File: src/rtl/step_sequencer.sv
// Timestep sequencer: takes host commands, launches a run, then counts pusher_done pulses to the programmed length.
// Optional watchdog compiled in with `define STEP_SEQUENCER_WATCHDOG_EN.
module step_sequencer #(
  parameter int STEP_W = 16,
  parameter int DATA_W = 32,
  parameter int WD_W   = 24
) (
  input  logic              clk,
  input  logic              rst,
  input  logic              cmd_valid,
  output logic              cmd_ready,
  input  logic [1:0]        cmd_op,
  input  logic [DATA_W-1:0] cmd_data,
  input  logic              pusher_done,
  output logic              ui_done,
  output logic              last_step,
  output logic [STEP_W-1:0] step_count,
  output logic [STEP_W-1:0] num_steps,
  output logic              busy,
  output logic              run_complete,
  output logic              cfg_error,
  output logic              wd_timeout
);

  typedef enum logic [1:0] {
    S_IDLE   = 2'd0,
    S_LAUNCH = 2'd1,
    S_RUN    = 2'd2,
    S_FINISH = 2'd3
  } state_t;

  localparam logic [1:0] OP_NOP       = 2'd0;
  localparam logic [1:0] OP_SET_STEPS = 2'd1;
  localparam logic [1:0] OP_SET_WD    = 2'd2;
  localparam logic [1:0] OP_START     = 2'd3;

  state_t            state_q, state_d;
  logic [STEP_W-1:0] num_steps_q, num_steps_d;
  logic [STEP_W-1:0] step_count_q, step_count_d;
  logic              cfg_error_q, cfg_error_d;
  logic              ui_done_q, ui_done_d;
  logic              run_complete_q, run_complete_d;
  logic              busy_q, busy_d;
  logic              cmd_accept;
  logic              last_step_c;

  // Only bits up to STEP_W/WD_W of the payload are meaningful.
  logic unused_cmd_data;
  assign unused_cmd_data = ^cmd_data;

`ifdef STEP_SEQUENCER_WATCHDOG_EN
  logic [WD_W-1:0] wd_cnt_q, wd_cnt_d;
  logic [WD_W-1:0] wd_limit_q, wd_limit_d;
  logic [WD_W-1:0] wd_cnt_inc;
  logic            wd_timeout_q, wd_timeout_d;
  assign wd_cnt_inc = wd_cnt_q + WD_W'(1);
`endif

  assign cmd_accept  = cmd_valid && (state_q == S_IDLE);
  assign last_step_c = (state_q == S_RUN) && (step_count_q == num_steps_q - STEP_W'(1));

  // NOTE: every variable gets a default before the case so no path leaves it unassigned (no latches).
  always_comb begin
    state_d        = state_q;
    num_steps_d    = num_steps_q;
    step_count_d   = step_count_q;
    cfg_error_d    = cfg_error_q;
    busy_d         = busy_q;
    ui_done_d      = 1'b0;
    run_complete_d = 1'b0;
`ifdef STEP_SEQUENCER_WATCHDOG_EN
    wd_cnt_d       = wd_cnt_q;
    wd_limit_d     = wd_limit_q;
    wd_timeout_d   = wd_timeout_q;
`endif
    unique case (state_q)
      S_IDLE: begin
        if (cmd_accept) begin
          unique case (cmd_op)
            OP_NOP:       ;
            OP_SET_STEPS: num_steps_d = cmd_data[STEP_W-1:0];
            OP_SET_WD: begin
`ifdef STEP_SEQUENCER_WATCHDOG_EN
              wd_limit_d = cmd_data[WD_W-1:0];
`endif
            end
            OP_START: begin
              if (num_steps_q == '0) begin
                cfg_error_d = 1'b1;
              end else begin
                step_count_d = '0;
                cfg_error_d  = 1'b0;
                busy_d       = 1'b1;
                ui_done_d    = 1'b1;
                state_d      = S_LAUNCH;
              end
            end
          endcase
        end
      end
      S_LAUNCH: begin
        state_d = S_RUN;
`ifdef STEP_SEQUENCER_WATCHDOG_EN
        wd_cnt_d = '0;
`endif
      end
      S_RUN: begin
        if (pusher_done) begin
          if (step_count_q != '1) step_count_d = step_count_q + STEP_W'(1);
`ifdef STEP_SEQUENCER_WATCHDOG_EN
          wd_cnt_d = '0;
`endif
          if (last_step_c) begin
            run_complete_d = 1'b1;
            state_d        = S_FINISH;
          end
        end
`ifdef STEP_SEQUENCER_WATCHDOG_EN
        else begin
          wd_cnt_d = wd_cnt_inc;
          if (wd_cnt_inc == wd_limit_q) begin
            wd_timeout_d   = 1'b1;
            run_complete_d = 1'b1;
            state_d        = S_FINISH;
          end
        end
`endif
      end
      S_FINISH: begin
        busy_d  = 1'b0;
        state_d = S_IDLE;
      end
    endcase
  end

  // NOTE: sequential state uses non-blocking assignments so all flops update together on the edge.
  always_ff @(posedge clk or posedge rst) begin
    if (rst) begin
      state_q        <= S_IDLE;
      num_steps_q    <= '0;
      step_count_q   <= '0;
      cfg_error_q    <= 1'b0;
      busy_q         <= 1'b0;
      ui_done_q      <= 1'b0;
      run_complete_q <= 1'b0;
    end else begin
      state_q        <= state_d;
      num_steps_q    <= num_steps_d;
      step_count_q   <= step_count_d;
      cfg_error_q    <= cfg_error_d;
      busy_q         <= busy_d;
      ui_done_q      <= ui_done_d;
      run_complete_q <= run_complete_d;
    end
  end

`ifdef STEP_SEQUENCER_WATCHDOG_EN
  always_ff @(posedge clk or posedge rst) begin
    if (rst) begin
      wd_cnt_q     <= '0;
      wd_limit_q   <= '1;
      wd_timeout_q <= 1'b0;
    end else begin
      wd_cnt_q     <= wd_cnt_d;
      wd_limit_q   <= wd_limit_d;
      wd_timeout_q <= wd_timeout_d;
    end
  end
  assign wd_timeout = wd_timeout_q;
`else
  assign wd_timeout = 1'b0;
`endif

  // Ready is held low while reset is asserted so every output reads 0 during reset.
  assign cmd_ready    = (state_q == S_IDLE) && !rst;
  assign ui_done      = ui_done_q;
  assign last_step    = last_step_c;
  assign step_count   = step_count_q;
  assign num_steps    = num_steps_q;
  assign busy         = busy_q;
  assign run_complete = run_complete_q;
  assign cfg_error    = cfg_error_q;

endmodule

File: config.mk
export PLATFORM = sky130hd
export DESIGN_NAME = step_sequencer
export DESIGN_NICKNAME = d
export VERILOG_FILES = /design/src/rtl/step_sequencer.sv
export SDC_FILE = /design/constraint.sdc
export NUM_CORES = 1
export LEC_CHECK = 0
export BUFFER_PORTS_ARGS = -buffer_cell sky130_fd_sc_hd__buf_2
export CAP_MARGIN = 20
export CORE_ASPECT_RATIO = 0.5
export CORE_UTILIZATION = 47
export CTS_CLUSTER_SIZE = 12
export DETAILED_ROUTE_END_ITERATION = 12
export PLACE_DENSITY = 0.89
export SETUP_SLACK_MARGIN = 0.05
export SLEW_MARGIN = 10
export SYNTH_ARGS = -nofsm -noshare
export SYNTH_HDL_FRONTEND = slang
export SYNTH_SLANG_ARGS = --single-unit
File: constraint.sdc
create_clock -name clk -period 2.37 [get_ports clk]
set_input_delay 0.1185 -clock clk [delete_from_list [all_inputs] [get_ports clk]]
set_output_delay 0.1185 -clock clk [all_outputs]
set_load 0.02 [all_outputs]
Yosys cells after proc, flatten, opt, wreduce, memory -nomap -nowiden
Index checks and enable logic that the tools add are counted.
{ "totals": {"out_inout_bits": 39, "in_bits": 38, "wordCells": 59, "ff_bits": 38} }
{ "op_classes": {"n_addsub": 2, "eq_ne": 13, "mux": 24, "n_reduce_logical": 13} }
{ "op_table": {"columns": ["op", "count"], "rows": [
  ["$mux W16", 5],
  ["$pmux W16 S2", 1],
  ["$add A16 B1 Y16 const B", 1],
  ["$eq A16 B16 Y1", 1],
  ["$logic_not A16 Y1", 1],
  ["$ne A16 B16 Y1 const B", 1],
  ["$sub A16 B1 Y16 const B", 1],
  ["$mux W1", 11],
  ["$mux W2", 5],
  ["$ne A2 B2 Y1 const B", 4],
  ["$pmux W2 S4", 1],
  ["$eq A2 B2 Y1 const B", 3],
  ["$reduce_and A3 Y1", 2],
  ["$reduce_and A6 Y1", 1],
  ["$reduce_and A5 Y1", 1],
  ["$eq A2 B1 Y1 const B", 2],
  ["$ne A2 B1 Y1 const B", 2],
  ["$reduce_and A4 Y1", 1],
  ["$reduce_bool A2 Y1", 2],
  ["$logic_and A1 B1 Y1", 3],
  ["$logic_not A2 Y1", 1],
  ["$pmux W1 S2", 1],
  ["$logic_not A1 Y1", 1]
]} }

Depth between registers and ports, before layout
{ "logic_depth": {"depth_word": 6, "depth_mapped": 11, "mapped_depth_nobuf": 9} }

Worst setup path after synthesis
OpenSTA, ideal clock, no wires.
{ "synth_timing": {"path_type": "flip-flop to flip-flop", "startpoint": "register num_steps_q[2], in the netlist num_steps[2]", "endpoint": "register state_q[1]", "n_path_buf": 1, "slack_ns": -0.323, "stages_incl_launch_ff": 9, "required_time_ns": 2.239, "synth_period_minus_slack_ns": 2.693, "arrival_time_ns": 2.562, "setup_ns": 0.131, "cell_sequence": "dfrtp_1 > buf_6 > or4_4 > o41ai_2 > nand3b_1 > a2111oi_2 > o2111ai_2 > mux2i_1 > or3_1"} }
{ "synth_via": {"elab_chain_len": 5, "elab_cells_between_ends": 7, "cone_classes": "1 x add/sub; 3 x eq/ne; 3 x reduce/logical"} }
{ "synth_rtl": {"columns": ["element", "line", "source"], "rows": [
  ["start: declaration", "38", "logic [STEP_W-1:0] num_steps_q, num_steps_d;"],
  ["start signal: assignment", "148", "num_steps_q <= num_steps_d;"],
  ["$sub A16 B1 Y16", "60", "assign last_step_c = (state_q == S_RUN) && (step_count_q == num_steps_q - STEP_W'(1));"],
  ["$eq A16 B16 Y1", "60", null],
  ["$logic_and A1 B1 Y1", "60", null],
  ["$ne A2 B2 Y1 (no line)", null, null],
  ["$reduce_and A5 Y1 (no line) *", null, null],
  ["end signal: assignment", "147", "state_q <= state_d;"],
  ["end: declaration", "37", "state_t state_q, state_d;"]
]} }
Every way passes the cells marked *; elsewhere a longest branch is shown, timed or not.
A chain may end at the register's enable or synchronous reset.

Worst setup path in the final report
Ends and elaborated chain as after synthesis.

==> results.json <==
{
  "synthesis.area_um2": 2510,
  "die_h_um": 53.6,
  "r2r-start": "num_steps[2]",
  "finalWirelength_um": 10100,
  "critical_path_required_ns": 2.55,
  "clk_transition_reported_paths_ns": 0.08,
  "synth_edf_count": 0,
  "r2r_slack_ns": -0.35,
  "hold_path.class": "in -> reg",
  "synthArstFlopShare_pct": 100,
  "crit_family": "simple AND/OR/NAND/NOR gates",
  "synth_cell_types": 56,
  "fin_ws_ns": -0.355,
  "final.setup_skew_ns": 0.0106,
  "syn_inst": 267,
  "syn_to_final_growth_pct": 45.1,
  "worst_pin_slew_ns": 0.690,
  "slew-limit-headroom_pct": 53.6,
  "utilization_pct": 72.4,
  "htreeDepth": 2,
  "arrival_ns": 2.90,
  "startpoint": "num_steps[2]",
  "ys_warn_count": 0,
  "grt_first_pass_wirelength_um": 12200,
  "first_pass_iters": 5,
  "final.setup.tns_ns": -1.28,
  "clkSinkCount": 38,
  "seq_area_frac_synth_pct": 37.9,
  "cts_inserted_buffers": 5,
  "worstPathCellList": "buf_4, buf_4, nor4_2, buf_4, nand3_1, xor2_1, a211oi_2, o2111ai_4, buf_4, mux2i_1, or3_1",
  "endpoint_kind": "register",
  "ir_drop_v": 0.000398,
  "ys_ff_latch": 38,
  "insertedDiodeCount": 0,
  "gr-usage-met2_pct": 51.2,
  "worstPathMaxFanout": 4,
  "use_met1_pct": 33.3,
  "pin_count": 77,
  "wl_per_cell_um": 22.5,
  "grt_pass1_vias": 2504,
  "die_x_um": 105,
  "report.final.slew_viol_count": 0,
  "via_count": 2981,
  "clock_path_buffers": 2,
  "regArea_um2": 960,
  "worst-r2r-cell-count": 11,
  "initial_core_util_pct": 49.9,
  "cp_slowest_stage_delay_ns": 0.40,
  "drc_errors": 0,
  "rows": 18,
  "dp_hpwl_um": 5400,
  "critPathSlowestCell": "dfrtp_2",
  "insertion_delay_ns": 0.30,
  "yosys.area.top_type": "dfrtp_1",
  "hold_viol": 0,
  "grt_antenna_before_repair": 0,
  "ant_nets": 0,
  "grt.busiest_layer": "met2",
  "cp_num_buf_inv": 4,
  "crit_type": "reg -> reg",
  "yosysTopAreaCellShare_pct": 37.9,
  "dieArea_um2": 5650,
  "vias_per_cell": 6.64,
  "worstSetupEndpoint": "state_q[1]",
  "final_area_um2": 3640,
  "layout-drive-gt1-share_pct": 48.3,
  "path_depth": 11,
  "r2r-end": "state_q[1]",
  "p_leak_nw": 1.89,
  "violations": "negative setup slack",
  "grt_max_degree": 39,
  "nets": 423,
  "final.fill_count": 284,
  "drv_cap": 0,
  "first_iter_violations": 382,
  "synth_common_cells": "dfrtp_1, nor2_1, nand2_1, mux2_2",
  "multi_input_comb_area_um2": 1680,
  "max_freq_mhz": 367,
  "core_um2": 5020,
  "io_buffer_count": 59,
  "period_needed_ns": 2.72,
  "crit_top_cell": "buf_4",
  "status": "complete, but fails checks",
  "synthMostInstantiatedCell": "dfrtp_1",
  "dpl_cell_area_um2": 3180,
  "cts_tree": "yes",
  "grt_setup_unrepaired": "true",
  "synth_nets": 312,
  "ctsRootBufferMaster": "clkbuf_8",
  "grt_overflow_total": 0,
  "synth.avg_cell_area_um2": 9.39,
  "finalCritPeriodShare_pct": 115,
  "finalWeightedCongestion": 1.02,
  "startpoint_type": "register",
  "grt_use_total_pct": 28.3,
  "synth_ff_type": "dfrtp_1",
  "power_density_nw_per_um2": 506,
  "setup_viol": 9,
  "netlist_top_cells_area": "dfrtp_1, mux2_2, xor2_1",
  "grt_util_met3_pct": 7.02
}
layout by cell type (no fill, tap or decap), types with 3 or more instances in the layout:
cell type,instances
a22o_1,4
nand2b_1,4
buf_2,58
a21oi_1,7
nand2_1,19
o31ai_2,3
clkbuf_8,5
inv_1,9
o21ai_1,4
nor4_1,3
xor2_1,15
nor2b_1,4
nor2_1,21
nand4b_1,3
dfrtp_2,7
nor4_4,3
and3_1,3
o21ai_2,3
mux2_2,16
dfrtp_1,31
mux2i_1,4
nand4_1,8
nand3_1,12
ha_1,6
buf_6,6
and2_1,3
buf_4,51
o21ai_0,8
xnor2_1,5
worst register-to-register path, stage by stage (launching register included):
cell       delay, ns
dfrtp_2         0.40
buf_4           0.15
buf_4           0.14
nor4_2          0.28
buf_4           0.18
nand3_1         0.13
xor2_1          0.19
a211oi_2        0.33
o2111ai_4       0.19
buf_4           0.19
mux2i_1         0.11
or3_1           0.31
sequential cells by signal, summed over array words and instances (netlist names):
name          count
busy              1
cfg_error         1
num_steps        16
run_complete      1
state_q           2
step_count       16
ui_done           1
per-layer routing:
layer	wire length [µm]	vias up	share of wire (%)
met2	4600	282	46
met5	0	-	0
met1	3700	1424	37
met3	1200	80	12
met4	603	0	6.0
li1	-	1195	-
worst min-delay path by stage:
| stage | startpoint | endpoint | slack (ns) | cells after the start |
|---|---|---|---|---|
| floorplan | cmd_data[0] | num_steps[0] | 0.27 | 1 |
| global placement | rst | cfg_error | 0.26 | 3 |
| detailed placement | rst | busy | 0.27 | 3 |
| CTS | cmd_data[15] | num_steps[15] | 0.05 | 2 |
| global route | cmd_data[11] | num_steps[11] | 0.04 | 2 |
| finish | cmd_data[15] | num_steps[15] | 0.04 | 2 |
area by class of cell:
type,instances,area share [%]
clock buffers,5,1.89
inverters,11,1.14
flip-flops and latches,38,26.4
clock inverters,3,1.24
well taps,70,2.41
repair buffers,116,20.6
multi-input cells,206,46.3
power breakdown:
group | total [mW] | switching (mW) | leakage [nW] | internal [mW]
combinational | 0.465 | 0.284 | 1.35 | 0.180
sequential | 0.797 | 0.103 | 0.497 | 0.694
clock | 0.578 | 0.264 | 0.0504 | 0.313
total | 1.84 | 0.651 | 1.89 | 1.19
through the flow:
stage	power, mW	setup slack (ns)	std cells	hold slack, ns
after floorplan	1.03	-0.0533	267	0.269
after global placement	1.15	-0.113	426	0.255
after detailed placement	1.18	-0.272	426	0.267
after CTS	1.74	-0.389	444	0.0538
after global routing	1.91	-0.451	449	0.0370
final	1.84	-0.355	449	0.0444
cells by family (layout without fill, tap and decap cells):
family	after synthesis	count (layout)	synth area share (%)
adder cells (fa/ha/maj)	7	7	3.49
buffers and inverters	24	135	4.14
other	1	1	0.150
AND/OR/NAND/NOR	101	102	21.4
XOR/XNOR	22	22	8.24
AO/OA/AOI/OAI	54	54	15.9
multiplexers	20	20	8.79
flip-flops	38	38	37.9
repair_timing:
action | in CTS | in global routing
hold buffers | 1 | 0
gates resized for setup | 14 | 40
hold endpoints to repair | 38 | 0
endpoints found under the setup margin | 17 | 16
gates cloned | 0 | 1
buffers inserted | 9 | 6
pin swaps | 7 | 14
Note: power is estimated with default switching activity, not from simulation.
